**config.mk**
```make
export PLATFORM = sky130hd
export DESIGN_NAME = particle_field
export DESIGN_NICKNAME = d
export VERILOG_FILES = /design/src/rtl/particle_field.sv
export SDC_FILE = /design/constraint.sdc
export NUM_CORES = 1
export LEC_CHECK = 0
export CORE_MARGIN = 2
export CORE_UTILIZATION = 55
export CTS_CLUSTER_SIZE = 14
export DETAILED_ROUTE_END_ITERATION = 8
export DONT_BUFFER_PORTS = 1
export GPL_TIMING_DRIVEN = 0
export PLACE_DENSITY = 0.71
export SLEW_MARGIN = 10
export SYNTH_ARGS = -nofsm -noshare
export SYNTH_HDL_FRONTEND = slang
export SYNTH_SLANG_ARGS = --single-unit
```
**constraint.sdc**
```tcl
create_clock -name clk -period 10.1 [get_ports clk]
set_input_delay 2.02 -clock clk [delete_from_list [all_inputs] [get_ports clk]]
set_output_delay 2.02 -clock clk [all_outputs]
set_load 0.1 [all_outputs]
```
**src/rtl/particle_field.sv**
```systemverilog
// Animated square particles in a bounding box, updated serially at each frame start,
// with a registered per-pixel hit test. Define PARTICLE_RESPAWN_EN for respawn instead of wrap.
module particle_field #(
  parameter int unsigned N_PART = 8,
  parameter int unsigned SIZE   = 10,
  parameter int unsigned BOX_X0 = 150,
  parameter int unsigned BOX_Y0 = 120,
  parameter int unsigned BOX_W  = 340,
  parameter int unsigned BOX_H  = 240,
  parameter int unsigned FC_W   = 8
) (
  input  logic            clk,
  input  logic            rst_n,
  input  logic [9:0]      pix_x,
  input  logic [9:0]      pix_y,
  input  logic            video_active,
  input  logic            vsync,
  output logic            hit,
  output logic [3:0]      hit_id,
  output logic            busy,
  output logic [FC_W-1:0] frame_cnt
);

  localparam int unsigned IDX_W = (N_PART > 1) ? $clog2(N_PART) : 1;
  localparam int unsigned XMAX  = BOX_X0 + BOX_W - SIZE;
  localparam int unsigned YMAX  = BOX_Y0 + BOX_H - SIZE;
  localparam int unsigned CX    = BOX_X0 + BOX_W / 2 - SIZE / 2;
  localparam int unsigned CY    = BOX_Y0 + BOX_H / 2 - SIZE / 2;

  typedef enum logic {IDLE, UPDATE} state_t;

  state_t            r_state, w_state_nxt;
  logic [IDX_W-1:0]  r_idx, w_idx_nxt;
  logic              r_vs_d;
  logic              w_vs_rise;
  logic              w_last;
  logic [9:0]        r_px [N_PART];
  logic [9:0]        r_py [N_PART];
  logic [2:0]        r_dx [N_PART];
  logic [2:0]        r_dy [N_PART];
  logic signed [10:0] w_nx, w_ny;
  logic [9:0]        w_px_new, w_py_new;
  logic [2:0]        w_dx_new, w_dy_new;
  logic              w_any;
  logic [3:0]        w_id;

  function automatic logic [2:0] init_dx(input int k);
    int v;
    v = (k % 7) - 3;
    if (v == 0) v = 1;
    return 3'(v);
  endfunction

  function automatic logic [2:0] init_dy(input int k);
    int v;
    v = ((k + 3) % 7) - 3;
    if (v == 0) v = -1;
    return 3'(v);
  endfunction

  assign w_vs_rise = vsync & ~r_vs_d;
  assign w_last    = (r_idx == IDX_W'(N_PART - 1));

  // FSM state register
  always_ff @(posedge clk or negedge rst_n) begin
    if (!rst_n) begin
      r_state <= IDLE;
      r_idx   <= '0;
    end else begin
      r_state <= w_state_nxt;
      r_idx   <= w_idx_nxt;
    end
  end

  // FSM next state; a vsync rise while updating is ignored
  always_comb begin
    w_state_nxt = r_state;
    w_idx_nxt   = r_idx;
    case (r_state)
      IDLE: begin
        if (w_vs_rise) begin
          w_state_nxt = UPDATE;
          w_idx_nxt   = '0;
        end
      end
      UPDATE: begin
        if (w_last) begin
          w_state_nxt = IDLE;
          w_idx_nxt   = '0;
        end else begin
          w_idx_nxt = r_idx + IDX_W'(1);
        end
      end
      default: w_state_nxt = IDLE;
    endcase
  end

  always_ff @(posedge clk or negedge rst_n) begin
    if (!rst_n) begin
      r_vs_d    <= 1'b0;
      busy      <= 1'b0;
      frame_cnt <= '0;
    end else begin
      r_vs_d <= vsync;
      busy   <= (w_state_nxt == UPDATE);
      if (r_state == UPDATE && w_last) frame_cnt <= frame_cnt + FC_W'(1);
    end
  end

`ifdef PARTICLE_RESPAWN_EN
  logic [15:0] r_lfsr;

  function automatic logic [2:0] map_vel(input logic [2:0] v);
    if (v == 3'b000) return 3'b001;
    if (v == 3'b100) return 3'b101;
    return v;
  endfunction

  always_ff @(posedge clk or negedge rst_n) begin
    if (!rst_n) r_lfsr <= 16'hACE1;
    else if (r_state == UPDATE) r_lfsr <= (r_lfsr >> 1) ^ (r_lfsr[0] ? 16'hB400 : 16'h0000);
  end
`endif

  // Candidate position for the particle under update, then the boundary rule
  always_comb begin
    w_nx     = $signed({1'b0, r_px[r_idx]}) + 11'($signed(r_dx[r_idx]));
    w_ny     = $signed({1'b0, r_py[r_idx]}) + 11'($signed(r_dy[r_idx]));
    w_px_new = w_nx[9:0];
    w_py_new = w_ny[9:0];
    w_dx_new = r_dx[r_idx];
    w_dy_new = r_dy[r_idx];
`ifdef PARTICLE_RESPAWN_EN
    if (w_nx < $signed(11'(BOX_X0)) || w_nx > $signed(11'(XMAX)) ||
        w_ny < $signed(11'(BOX_Y0)) || w_ny > $signed(11'(YMAX))) begin
      w_px_new = 10'(CX);
      w_py_new = 10'(CY);
      w_dx_new = map_vel(r_lfsr[2:0]);
      w_dy_new = map_vel(r_lfsr[5:3]);
    end
`else
    if (w_nx < $signed(11'(BOX_X0)))      w_px_new = 10'(XMAX);
    else if (w_nx > $signed(11'(XMAX)))   w_px_new = 10'(BOX_X0);
    if (w_ny < $signed(11'(BOX_Y0)))      w_py_new = 10'(YMAX);
    else if (w_ny > $signed(11'(YMAX)))   w_py_new = 10'(BOX_Y0);
`endif
  end

  always_ff @(posedge clk or negedge rst_n) begin
    if (!rst_n) begin
      for (int k = 0; k < int'(N_PART); k++) begin
        r_px[k] <= 10'(CX);
        r_py[k] <= 10'(CY);
        r_dx[k] <= init_dx(k);
        r_dy[k] <= init_dy(k);
      end
    end else if (r_state == UPDATE) begin
      r_px[r_idx] <= w_px_new;
      r_py[r_idx] <= w_py_new;
      r_dx[r_idx] <= w_dx_new;
      r_dy[r_idx] <= w_dy_new;
    end
  end

  // Hit test; modular differences make pixels left of / above a particle miss
  always_comb begin
    w_any = 1'b0;
    w_id  = 4'd0;
    for (int k = int'(N_PART) - 1; k >= 0; k--) begin
      if (((pix_x - r_px[k]) < 10'(SIZE)) && ((pix_y - r_py[k]) < 10'(SIZE))) begin
        w_any = 1'b1;
        w_id  = 4'(k);
      end
    end
  end

  always_ff @(posedge clk or negedge rst_n) begin
    if (!rst_n) begin
      hit    <= 1'b0;
      hit_id <= 4'd0;
    end else begin
      hit    <= video_active & w_any;
      hit_id <= (video_active & w_any) ? w_id : 4'd0;
    end
  end

endmodule

```
# Word-level counts from Yosys, hierarchy flattened
# Cells that the tools add are included.
# op_classes
bitwise	5
n_reduce_logical	10
eq_ne	2
magnitude_cmp	22
mux	47
n_addsub	20
n_div	0
multipliers	0
shift	0
# op_table
cell	n
$bwmux W80	2
$lt A10 B4 Y1 const B	16
$sub A10 B10 Y10	16
$mux W10	9
$bmux W10 S3	2
$bwmux W24	2
$mux W3	11
$demux W10 S3	1
$add A11 B3 Y11	2
$gt A11 B10 Y1 const B	2
$mux W4	5
$bmux W3 S3	2
$lt A11 B8 Y1 const B	1
$lt A11 B9 Y1 const B	1
$logic_and A1 B1 Y1	10
$mux W1	10
$demux W3 S3	1
$add A8 B1 Y8 const B	1
$pmux W3 S2	1
$ge A4 B4 Y1 const B	1
$lt A4 B1 Y1 const B	1
$not A3 Y4	1
$add A3 B1 Y3 const B	1
$eq A3 B3 Y1 const B	1
4 further kinds	6
# totals
mem_count	0
out_inout_bits	14
ram_bits	0
romBits	0
latch_bits	0
input_bits	24
elab_cells	144
ff_bits	226

# Logic depth before layout (Yosys ltp)
# logic_depth
depth_word	13
mapped_depth	20
ltp_nobuf	15

# Worst setup path after synthesis
# No wires, ideal clock.
# synth_path
kind	in2reg
start	input port pix_y[0]
end	register hit_id[0]
n_path_buf	0
t_arrival_ns	4.733
stages	11
required_ns	10.023
path_slack_ns	5.289
setup_ns	0.077
path_cell_list	nand2b_1 fa_1 a21oi_1 o2111ai_1 xor2_1 or4b_1 or3_1 or4_1 nor4_2 a21oi_1 a21oi_1
# synth_via
elab_chain_cells	13
word_cells_on_any_way	42
cone_classes	add/sub (8); order compare (8); mux (17); bitwise (1); reduce/logical (8)
# synth_rtl
item	line	source
from (decl)	15	input logic [9:0] pix_y,
$sub A10 B10 Y10	170	if (((pix_x - r_px[k]) < 10'(SIZE)) && ((pix_y - r_py[k]) < 10'(SIZE))) begin
$lt A10 B4 Y1	170	
$logic_and A1 B1 Y1	170	
$mux W1 (8 in a row)	170	
$and A1 B1 Y1	183	hit_id <= (video_active & w_any) ? w_id : 4'd0;
$mux W4 (*)	183	
to (signal assigned)	183	
to (decl)	19	output logic [3:0] hit_id,
# Mark *: on every way between the ends. The rest lies on a longest branch, timed or not.
# A chain may end at the register's enable or synchronous reset.

# Worst setup path after layout
# layout_path
start	register r_idx[1]
end	register r_py[78] in the netlist's numbering
# layout_via
elab_chain_cells	9
word_cells_on_any_way	18
cone_classes	add/sub (1); order compare (4); mux (11); bitwise (1); reduce/logical (1)
# layout_rtl
item	line	source
from (decl)	33	logic [IDX_W-1:0] r_idx, w_idx_nxt;
from (signal assigned)	71	r_idx <= w_idx_nxt;
$not A3 Y4 (*)	-	
$bmux W3 S3 (*)	-	
$mux W3 (*) (2 in a row)	-	
net w_dy_new[0]	43	logic [2:0] w_dx_new, w_dy_new;
$add A11 B3 Y11 (*)	128	w_ny = $signed({1'b0, r_py[r_idx]}) + 11'($signed(r_dy[r_idx]));
$gt A11 B10 Y1	145	else if (w_ny > $signed(11'(YMAX))) w_py_new = 10'(BOX_Y0);
$mux W10	145	
$mux W10 (*)	144	if (w_ny < $signed(11'(BOX_Y0))) w_py_new = 10'(YMAX);
$bwmux W80 (*)	159	r_py[r_idx] <= w_py_new;
to (signal, indexed assignment)	153	r_py[k] <= 10'(CY);
to (signal, indexed assignment)	159	
to (decl)	38	logic [9:0] r_py [N_PART];
# Mark *: on every way through the listed nets, which the timed path passes. The rest lies on a longest branch. The select of a mux whose other input is x is not followed.

==> results_dict.tcl <==
set metrics [dict create \
    status "finished, final reports clean" \
    antenna_left 0 \
    rr_endpoint "r_py[78]" \
    synthArstFlopShare_pct 100 \
    end_kind "register" \
    p_comb_share_pct 60.3 \
    antenna_found_initial 2 \
    ctsResizeCount 0 \
    wl_mm 62.0 \
    via_per_inst 6.48 \
    whs_path_depth 1 \
    place_congestion 1.04 \
    ir_worst_vdd_mv 0.272 \
    track_usage_pct 37.4 \
    r2r_slack_ns 3.03 \
    ios 38 \
    layout-drive-gt1-share_pct 10.9 \
    ys_top_cells_by_area "dfstp_2 19%, dfrtp_1 14%, ha_1 11%, o21ai_0 5.2%, nand2_1 4.4%" \
    clkTransAtPathRegs_ns 0.06 \
    die_w_um 183 \
    sw_frac_of_total_pct 50.7 \
    portBuffers 0 \
    clockRootBuffer "clkbuf_16" \
    crit_path_start_kind "register" \
    fin_worst_skew_ns 0.0215 \
    synthFlopType "dfstp_2" \
    synth_area_um2 17500 \
    reg2reg_depth 17 \
    rows 65 \
    synth_edf_count 0 \
    p_seq_share_pct 24.9 \
    seq_area_frac_synth_pct 33.0 \
    drtIter0Drc 1628 \
    path_max_fanout 10 \
    tritoncts "yes" \
    dieArea_um2 33300 \
    layout_min_cycle_time_ns 7.07 \
    arrival_ns 7.42 \
    drtPass1Iterations 6 \
    wire_per_inst_um 24.7 \
    crit_type "register to register" \
    setup_violations 0 \
    cp-startpoint "r_idx[1]" \
    num_vias 16300 \
    clk_latency_ns 0.54 \
    p_leak_nw 8.21 \
    synth_cell_types 87 \
    hold_start "r_dx[7]" \
    coreArea_um2 31500 \
    grt_remaining_overflow 0 \
    numCtsBuffers 25 \
    cap_violations 0 \
    tightest_slew_ns 1.44 \
    area_growth_pct 7.88 \
    grt_pass1_vias 15300 \
    netSwitchingPower_mw 3.27 \
    avgSynthCellArea_um2 8.50 \
    drcViolationCount 0 \
    holdPathEnd "r_dx[7]" \
    report.final.slew_viol_count 0 \
    cts_setup_buffers 0 \
    grt_pass1_wl_mm 92.9 \
    post-route-util_pct 60.1 \
    final.period_utilization_pct 70.0 \
    htreeDepth 1 \
    dp_hpwl_mm 47.6 \
    post-synth-top-area-cell "dfstp_2" \
    intPower_mw 3.18 \
    synthCells 2063 \
    clockBufferDepth 3 \
    yosys.area.top_type_share_pct 19.0 \
    synth-seq-cells 225 \
    cp_data_required_time_ns 10.45 \
    hold_viol 0 \
    rsz0062_at_grt "no" \
    grt_max_degree 226 \
    hold_path.class "register to register" \
    fmax_mhz 141 \
    clockPowerShare_pct 14.7 \
    initial_core_util_pct 55.7 \
    numClockSinks 225 \
    fin_setup_tns_ns 0 \
    synth_fp_nets 2256 \
    die_h_um 183 \
    fin_nets 2285 \
    ctsHoldBuffers 0 \
    p_per_area_nw_per_um2 341 \
    relSlewSlack_pct 4.16 \
    r2r_start "r_idx[1]" \
    ys.warnings.count 0 \
]
-- layer usage --
metal | GRT usage, % | vias up | share of wire (%)
met2 | 57.6 | 802 | 43
li1 | - | 7432 | -
met3 | 7.60 | 183 | 9.6
met4 | 16.2 | 0 | 5.4
met5 | 0 | - | 0
met1 | 51.0 | 7879 | 42
-- power groups by stage --
| stage | clock, mW | sequential (mW) | combinational, mW |
|---|---|---|---|
| floorplan | 0 | 1.46 | 2.63 |
| global placement | 0 | 1.60 | 3.65 |
| global route | 0.994 | 1.62 | 4.20 |
| finish | 0.950 | 1.61 | 3.89 |
| CTS | 0.955 | 1.59 | 3.78 |
| detailed placement | 0 | 1.60 | 3.76 |
-- final cells by class --
| class | instances | area, µm² |
|---|---|---|
| well taps | 402 | 503 |
| fillers | 2830 | 12500 |
| clock buffers | 36 | 717 |
| flip-flops and latches | 225 | 5790 |
| inverters | 172 | 646 |
| clock inverters | 9 | 125 |
| diodes | 1 | 2.50 |
| repair buffers | 2 | 22.5 |
| multi-input cells | 1540 | 10600 |
| plain buffers | 126 | 482 |
-- stage by stage --
step                      worst slack, ns  std cells  instance area (µm²)  hold WS [ns]  power (mW)
after floorplan                      5.29       2063                17500         0.424        4.08
after global placement               2.62       2465                18000         0.432        5.25
after detailed placement             3.31       2467                18100         0.434        5.36
after CTS                            3.30       2512                18900         0.443        6.32
after global routing                 2.68       2512                18900         0.450        6.82
final                                3.03       2513                18900         0.440        6.45
-- synth_stat cells (10+ instances only) --
library cell / number
a211oi_1: 11
a21o_1: 49
a21oi_1: 123
a221oi_1: 34
a22oi_1: 29
a31o_2: 14
a31oi_1: 27
and2_1: 28
and3_1: 15
buf_1: 12
clkbuf_1: 111
dfrtp_1: 98
dfstp_2: 127
fa_1: 18
ha_1: 151
inv_1: 172
mux2_2: 24
mux2i_1: 23
nand2_1: 204
nand2b_1: 28
nand3_1: 40
nand4_1: 17
nor2_1: 135
nor2b_1: 17
nor3_1: 30
nor3b_1: 10
nor4_1: 11
o21a_1: 13
o21ai_0: 181
o21bai_1: 14
o221ai_1: 13
o22ai_1: 47
xnor2_1: 49
xor2_1: 55
-- kinds of logic (layout without fill, tap and decap cells) --
family | Yosys count | in the layout | share of synthesized area, %
muxes | 49 | 49 | 3.11
xor gates and xnor gates | 105 | 105 | 5.28
adders and majority gates | 169 | 169 | 12.8
AOI/OAI and AO/OA | 634 | 634 | 23.3
and+or+nand+nor | 582 | 582 | 16.0
buffers and inverters | 298 | 345 | 6.43
other | 1 | 2 | 0.0214
DFF | 225 | 225 | 33.0
-- flip-flops by register name, summed over array words and instances (netlist names) --
name,cells
r_vs_d,1
r_dx,24
busy,1
hit_id,3
frame_cnt,8
r_idx,3
r_py,80
r_dy,24
hit,1
r_px,80
-- worst max-delay path by stage --
stage | to | slack, ns | cells past startpoint
detailed placement | r_py[78] | 3.31 | 17
global placement | r_px[17] | 2.62 | 16
finish | r_py[78] | 3.03 | 17
CTS | r_py[78] | 3.30 | 17
floorplan | hit_id[0] | 5.29 | 11
global route | r_py[78] | 2.68 | 17
-- critical path: stages (launching register included) --
cell      delay, ns
dfrtp_1        0.34
clkbuf_1       0.31
buf_1          0.61
buf_1          0.77
clkbuf_1       0.48
buf_1          0.47
o221ai_1       0.22
ha_1           0.26
fa_1           0.41
a21o_1         0.21
a211oi_1       0.33
o21ai_0        0.13
o21ai_0        0.15
o21ai_0        0.17
xnor2_1        0.29
o21ai_0        0.32
a21oi_1        1.17
o21ai_0        0.22
-- cell usage in the layout, fill, tap and decap left out, drive strengths merged, types with 40 or more instances in the layout --
cell,count
xnor2,49
nand2,204
xor2,56
dfrtp,98
dfstp,127
o21ai,182
clkbuf,147
nor2,135
nand3,40
a21oi,123
inv,172
ha,151
a21o,49
o22ai,47
No activity file was read; power rests on OpenSTA's default activity.
